`src/rtl/mismatch_scoreboard.sv`:
```
// Purpose: compares a reference vector against a DUT vector on qualified cycles and keeps run statistics.
// Latency: statistics reflect a sample on the clock edge after it is presented (1 cycle).
// Backpressure: none; every qualified sample is accepted, counters saturate instead of wrapping.
module mismatch_scoreboard #(
    parameter int N_OUT  = 1,
    parameter int CNT_W  = 16,
    parameter int TIME_W = 16
) (
    input  logic              clk,
    input  logic              reset,
    input  logic              start,
    input  logic              stop,
    input  logic              sample_valid,
    input  logic [N_OUT-1:0]  ref_vec,
    input  logic [N_OUT-1:0]  dut_vec,
    output logic [CNT_W-1:0]  samples,
    output logic [CNT_W-1:0]  errors,
    output logic [TIME_W-1:0] first_err_time,
    output logic [N_OUT-1:0]  err_mask,
    output logic              busy,
    output logic              done,
    output logic              passed
);

    typedef enum logic [1:0] {
        IDLE = 2'd0,
        RUN  = 2'd1,
        DONE = 2'd2
    } state_t;

    localparam logic [CNT_W-1:0]  CNT_MAX  = '1;
    localparam logic [CNT_W-1:0]  CNT_ONE  = CNT_W'(1);
    localparam logic [TIME_W-1:0] TIME_MAX = '1;
    localparam logic [TIME_W-1:0] TIME_ONE = TIME_W'(1);

    state_t             state_q;
    state_t             state_d;
    logic               stats_clr;
    logic               stats_upd;
    logic [TIME_W-1:0]  elapsed;
    logic [N_OUT-1:0]   diff_vec;
    logic               mismatch;

    assign diff_vec = ref_vec ^ dut_vec;
    assign mismatch = sample_valid && (ref_vec != dut_vec);

    always_ff @(posedge clk or posedge reset) begin
        if (reset) begin
            state_q <= IDLE;
        end else begin
            state_q <= state_d;
        end
    end

    // start wins over stop in every state; a restart discards the sample of that cycle
    always_comb begin
        state_d   = state_q;
        stats_clr = 1'b0;
        stats_upd = 1'b0;
        case (state_q)
            IDLE: begin
                if (start) begin
                    state_d   = RUN;
                    stats_clr = 1'b1;
                end
            end
            RUN: begin
                if (start) begin
                    stats_clr = 1'b1;
                end else begin
                    stats_upd = 1'b1;
                    if (stop) begin
                        state_d = DONE;
                    end
                end
            end
            DONE: begin
                if (start) begin
                    state_d   = RUN;
                    stats_clr = 1'b1;
                end
            end
            default: begin
                state_d = IDLE;
            end
        endcase
    end

    always_ff @(posedge clk or posedge reset) begin
        if (reset) begin
            samples        <= '0;
            errors         <= '0;
            first_err_time <= '0;
            err_mask       <= '0;
            elapsed        <= '0;
        end else if (stats_clr) begin
            samples        <= '0;
            errors         <= '0;
            first_err_time <= '0;
            err_mask       <= '0;
            elapsed        <= '0;
        end else if (stats_upd) begin
            if (elapsed != TIME_MAX) begin
                elapsed <= elapsed + TIME_ONE;
            end
            if (sample_valid && (samples != CNT_MAX)) begin
                samples <= samples + CNT_ONE;
            end
            // the mask keeps accumulating even once the error count has saturated
            if (mismatch) begin
                err_mask <= err_mask | diff_vec;
                if (errors != CNT_MAX) begin
                    errors <= errors + CNT_ONE;
                end
                if (errors == '0) begin
                    first_err_time <= elapsed;
                end
            end
        end
    end

    assign busy   = (state_q == RUN);
    assign done   = (state_q == DONE);
    assign passed = done && (errors == '0) && (samples != '0);

endmodule
```
`config.mk`:
```
export PLATFORM = sky130hd
export DESIGN_NAME = mismatch_scoreboard
export DESIGN_NICKNAME = d
export VERILOG_FILES = /design/src/rtl/mismatch_scoreboard.sv
export SDC_FILE = /design/constraint.sdc
export NUM_CORES = 1
export LEC_CHECK = 0
export ABC_AREA = 0
export CAP_MARGIN = 20
export CORE_MARGIN = 2
export CORE_UTILIZATION = 45
export CTS_CLUSTER_SIZE = 12
export DETAILED_ROUTE_END_ITERATION = 10
export MAX_ROUTING_LAYER = met4
export PLACE_DENSITY = 0.76
export SLEW_MARGIN = 20
export SYNTH_ARGS = -nofsm -noshare
export SYNTH_HDL_FRONTEND = slang
export SYNTH_SLANG_ARGS = --single-unit
```
`constraint.sdc`:
```
create_clock -name clk -period 2.36 [get_ports clk]
set_input_delay 0.472 -clock clk [delete_from_list [all_inputs] [get_ports clk]]
set_output_delay 0.472 -clock clk [all_outputs]
set_load 0.005 [all_outputs]
```
==> results_dict.tcl, run 1 <==
set metrics [dict create \
    p_sw_uw 796 \
    synth.top_cells.by_count "dfrtp_1, nand2_1, inv_1, nand3_1, nand4_1" \
    syn_inst 426 \
    syn_area_um2 3960 \
    instances_no_fill 628 \
    yosysTopAreaCell "dfrtp_1" \
    synthSimpleGateAreaFrac_pct 24.4 \
    slew_violations 0 \
    wire_per_inst_um 17.7 \
    hold_path_class "input pin to asynchronous set/reset pin" \
    nets 527 \
    clk_pin_slew_ns 0.08 \
    synth_top_family_by_area "simple AND/OR/NAND/NOR gates" \
    drt-total-wl_mm 11.1 \
    clock-sinks 67 \
    cts-root-buf "clkbuf_8" \
    p_seq_share_pct 42.7 \
    synth-edff-count 0 \
    cts_tree "yes" \
    setup_tns_ns 0 \
    start_kind "register" \
    drc 0 \
    max-cap-violations 0 \
    ant_nets 0 \
    routed_via_density 6.22 \
    final-hold-violation-count 0 \
    grt_use_total_pct 24.6 \
    cts-buffers-inserted 9 \
    swShare_pct 27.6 \
    crit_fanout 9 \
    cp-end-kind "register" \
    synth_mux_area_share_pct 4.89 \
    fmax_mhz 444 \
    coreArea_um2 8640 \
    die_width_um 97.9 \
    r2r-start "samples[0]" \
    yosys_warnings 0 \
    vdd_drop_max_uv 273 \
    synth_ff_type "dfrtp_1" \
    critPathKind "register to register" \
    first_iter_violations 298 \
    crit_required_ns 2.57 \
    internal_power_uw 2080 \
    first_pass_iters 4 \
    hpwlAfterDp_mm 7.78 \
    clock_skew_ns 0.00678 \
    fin_crit_ns 2.25 \
    insertedDiodeCount 0 \
    p_comb_share_pct 18.9 \
    holdBufCountCts 0 \
    clock_latency_ns 0.34 \
    p_leak_uw 0.00214 \
    p_total_uw 2880 \
    slew_headroom_pct 30.8 \
    synth_top_cell_area_share_pct 42.3 \
    drive_gt1_share_pct 16.5 \
    antenna_found_initial 0 \
    synth_compound_area_share_pct 20.8 \
    synth_adder_area_share_pct 1.58 \
    start_util_pct 45.9 \
    synth_cell_type_count 65 \
    clockBufferDepth 2 \
    die_area_um2 9580 \
    ys_top_cells_by_area "dfrtp_1, nand2_1, mux2i_1" \
    worst_slack_ns 0.107 \
    dieHeight_um 97.9 \
    async_flop_share_pct 100 \
    syn-num-nets 438 \
    grt_pass1_vias 3694 \
    ioPinCount 59 \
    globalplace.congestion 0.953 \
    power.density_nw_per_um2 557 \
    rsz0062_at_grt "false" \
    synth-xor-area-share_pct 0.221 \
    tightest_slew_ns 1.03 \
    synth.most_common_cell "dfrtp_1" \
    syn_to_final_growth_pct 30.5 \
    power.share.clock_pct 38.4 \
    place.port_buffers 58 \
    syn-mean-instance-area_um2 9.30 \
    setup_violations 0 \
    finalCritPeriodShare_pct 95.4 \
    synth-seq-cells 67 \
    placed_cells 611 \
    vias 3906 \
    rows 34 \
    overflow 0 \
    startpoint "samples[0]" \
    ys_seq_area_share_pct 42.3 \
    cp_data_arrival_time_ns 2.46 \
    cts.htree.levels 3 \
    grt_max_degree 37 \
    grt_first_pass_wirelength_mm 18.7 \
    status "completed" \
    pre_cts_slack_ns 0.0300 \
]
==> routing by layer <==
metal | track usage [%] | vias to the layer above | wire [um]
li1 | - | 1830 | -
met1 | 33.7 | 1893 | 5010
met2 | 37.4 | 169 | 5230
met3 | 3.87 | 14 | 713
met4 | 8.65 | 0 | 169
met5 | - | - | 0
==> stage by stage <==
stage | hold slack [ns] | utilization, % | area [um^2]
after global routing | 0.522 | 59.9 | 5170
final | 0.469 | 59.9 | 5170
after detailed placement | 0.495 | 56.8 | 4900
after floorplan | 0.486 | - | 3960
after CTS | 0.489 | 59.9 | 5170
after global placement | 0.497 | 56.8 | 4900
==> power by group through the flow <==
stage	Clock [uW]	Sequential (uW)	Combinational, uW
2_1_floorplan	0	1250	293
3_3_place_gp	0	1250	526
3_5_place_dp	0	1250	533
4_1_cts	1130	1230	545
5_1_grt	1180	1240	590
6_report	1110	1230	544
==> path summary, 6_finish.rpt <==
| check | endpoint | slack [ns] | cells after the start |
|---|---|---|---|
| max | samples[13] | 0.11 | 6 |
| min | samples[1] | 0.47 | 2 |
| max reg2reg | samples[13] | 0.11 | 6 |
| min reg2reg | first_err_time[6] | 0.51 | 1 |
| max in group asynchronous | first_err_time[14] | 1.28 | 3 |
| min in group clk | first_err_time[6] | 0.51 | 1 |
==> cells in the final DEF, fill, tap and decap left out, drive strengths merged, types with 13 or more instances in the layout <==
master	instances
dfrtp	67
clkdlybuf4s50	57
nand2	48
buf	44
inv	27
nand3	24
nand4	19
mux2i	16
nor4	16
nor3	15
nor2	13
==> worst max-delay path: stages (launching register included) <==
cell and delay (ns):
dfrtp_1 0.35, buf_4 0.14, ha_1 0.26, nand3_1 0.16
o41ai_2 0.95, or3_1 0.21, mux2i_1 0.06
==> cell type report <==
type	count	area (um^2)
clock buffers	12	155
fillers	757	3460
inverters	28	105
well taps	108	135
multi-input cells	307	2090
flip-flops and latches	67	1680
repair buffers	102	935
clock inverters	4	72.6
==> what timing repair did <==
action,4_1_cts,5_1_grt
endpoints found under the hold margin,0,0
gates resized for setup,6,0
setup endpoints to repair,1,0
buffers inserted,1,0
==> registers in the layout, indices dropped and copies added (netlist names) <==
| signal | count |
|---|---|
| errors | 16 |
| err_mask | 1 |
| state_q | 2 |
| elapsed | 16 |
| first_err_time | 16 |
| samples | 16 |
==> logic make-up after synthesis <==
logic type / count (synthesis)
XOR/XNOR: 1
multiplexers: 19
flip-flops: 67
adder cells (fa/ha/maj): 5
AND/OR/NAND/NOR: 175
buffers and inverters: 52
AO/OA/AOI/OAI: 107
Power figures use the tool's default switching activity.
==> run 2: changes to the inputs <==
CORE_UTILIZATION = 40   (was 45)
PLACE_DENSITY = 0.7   (was 0.76)
==> run 2 against run 1 <==
Net effect:
- routed wire length decreased by 3.8%
- final area increased by 0.63%
- critical endpoint is now passed
- sequential cell count unchanged
==> results_dict.tcl, run 2 (synthesized netlist as in run 1, its figures left out) <==
set metrics [dict create \
    status "completed" \
    cts.htree.levels 3 \
    r2r-start "errors[0]" \
    clockBufferDepth 2 \
    clock-sinks 67 \
    p_total_uw 2950 \
    internal_power_uw 2150 \
    wire_per_inst_um 16.5 \
    clock_skew_ns 0.0138 \
    pre_cts_slack_ns 0.000694 \
    r2r-end "errors[2]" \
    antenna_found_initial 0 \
    grt_first_pass_wirelength_mm 18.1 \
    syn_to_final_growth_pct 31.3 \
    die_area_um2 10700 \
    ant_nets 0 \
    hold_path_class "input pin to asynchronous set/reset pin" \
    slew_violations 0 \
    p_comb_share_pct 17.6 \
    p_leak_uw 0.00214 \
    coreArea_um2 9680 \
    nets 524 \
    power.share.clock_pct 40.7 \
    fmax_mhz 440 \
    max-cap-violations 0 \
    cts-root-buf "clkbuf_8" \
    crit_fanout 2 \
    tightest_slew_ns 0.718 \
    grt_pass1_vias 3681 \
    cp-end-kind "primary output" \
    finalCritPeriodShare_pct 96.2 \
    globalplace.congestion 0.948 \
    final-hold-violation-count 0 \
    whs_ns 0.498 \
    cts-buffers-inserted 9 \
    grt_use_total_pct 20.8 \
    p_sw_uw 800 \
    worst_slack_ns 0.0893 \
    rows 36 \
    fillers 872 \
    routed_via_density 5.95 \
    clk_pin_slew_ns 0.08 \
    reg2reg_depth 6 \
    rsz0062_at_grt "false" \
    dieHeight_um 104 \
    drc 0 \
    cts_tree "yes" \
    layout_common_cells "dfrtp_1, clkdlybuf4s50_1, nand2_1" \
    start_kind "register" \
    die_width_um 104 \
    p_seq_share_pct 41.7 \
    fin_crit_ns 2.27 \
    slew_headroom_pct 51.8 \
    cp_data_arrival_time_ns 1.80 \
    worstPathCellList "inv_1, ha_1, nor4b_4, nand4_1, and3b_1, dlygate4sd2_1" \
    place.port_buffers 58 \
    vdd_drop_max_uv 299 \
    first_iter_violations 284 \
    vias 3867 \
    first_pass_iters 4 \
    overflow 0 \
    crit_required_ns 1.89 \
    start_util_pct 40.9 \
    drive_gt1_share_pct 16.2 \
    swShare_pct 27.1 \
    power.density_nw_per_um2 567 \
    slowest_delay_ns 0.38 \
    grt_max_degree 68 \
    mostFrequentLayoutCell "dfrtp_1" \
    insertedDiodeCount 0 \
    critPathKind "register to primary output" \
    slowest_stage "dfrtp_1" \
    drt-total-wl_mm 10.7 \
    hpwlAfterDp_mm 7.47 \
    clock_latency_ns 0.35 \
    ioPinCount 59 \
    r2r_slack_ns 0.23 \
    setup_violations 0 \
]
run 2: cell type report:
type | count | area (um^2) | share of cell area, %
multi-input cells | 307 | 2090 | 40.2
flip-flops and latches | 67 | 1680 | 32.2
repair buffers | 99 | 912 | 17.5
well taps | 133 | 166 | 3.20
clock buffers | 10 | 138 | 2.64
clock inverters | 6 | 113 | 2.16
inverters | 28 | 105 | 2.02
run 2: worst max-delay path by stage:
stage | slack (ns) | from | cells past startpoint | endpoint
2_1_floorplan | 0.20 | reset | 1 | elapsed[0]
3_3_place_gp | -0.04 | errors[0] | 6 | passed
3_5_place_dp | 0.0007 | start | 6 | errors[12]
4_1_cts | 0.04 | state_q[0] | 2 | busy
5_1_grt | 0.01 | samples[1] | 6 | passed
6_report | 0.09 | errors[0] | 6 | passed
run 2: critical path, delay by kind of cell (launching register included):
| family | cells | cell delay, ns |
|---|---|---|
| adders and majority gates | 1 | 0.16 |
| DFF | 1 | 0.38 |
| buffers and inverters | 2 | 0.30 |
| and+or+nand+nor | 3 | 0.61 |
run 2: timing repair:
action                     4_1_cts  5_1_grt
pin swaps                        1        2
gates resized for setup          4        3
hold buffers                     0        0
buffers inserted                 1        1
setup endpoints to repair        1        2
run 2: metrics by stage:
| stage | setup TNS, ns | cell area, um^2 | std cells | utilization (%) |
|---|---|---|---|---|
| after floorplan | 0 | 3960 | 426 | - |
| after global placement | -0.0448 | 4900 | 632 | 50.6 |
| after detailed placement | 0 | 4900 | 632 | 50.6 |
| after CTS | 0 | 5180 | 649 | 53.5 |
| after global routing | 0 | 5200 | 650 | 53.7 |
| final | 0 | 5200 | 650 | 53.7 |
run 2: metal layers:
layer / up-vias / GRT usage, % / share of wire, %
met2: 156 / 30.8 / 46
met5: - / - / 0
met3: 17 / 4.41 / 6.3
met1: 1875 / 28.7 / 47
li1: 1819 / - / -
met4: 0 / 6.56 / 1.4
run 2: power groups by stage:
stage | Sequential [uW] | Clock (uW) | Combinational (uW)
after detailed placement | 1250 | 0 | 496
after global routing | 1240 | 1280 | 561
after floorplan | 1250 | 0 | 293
final | 1230 | 1200 | 520
after CTS | 1230 | 1220 | 508
after global placement | 1250 | 0 | 488
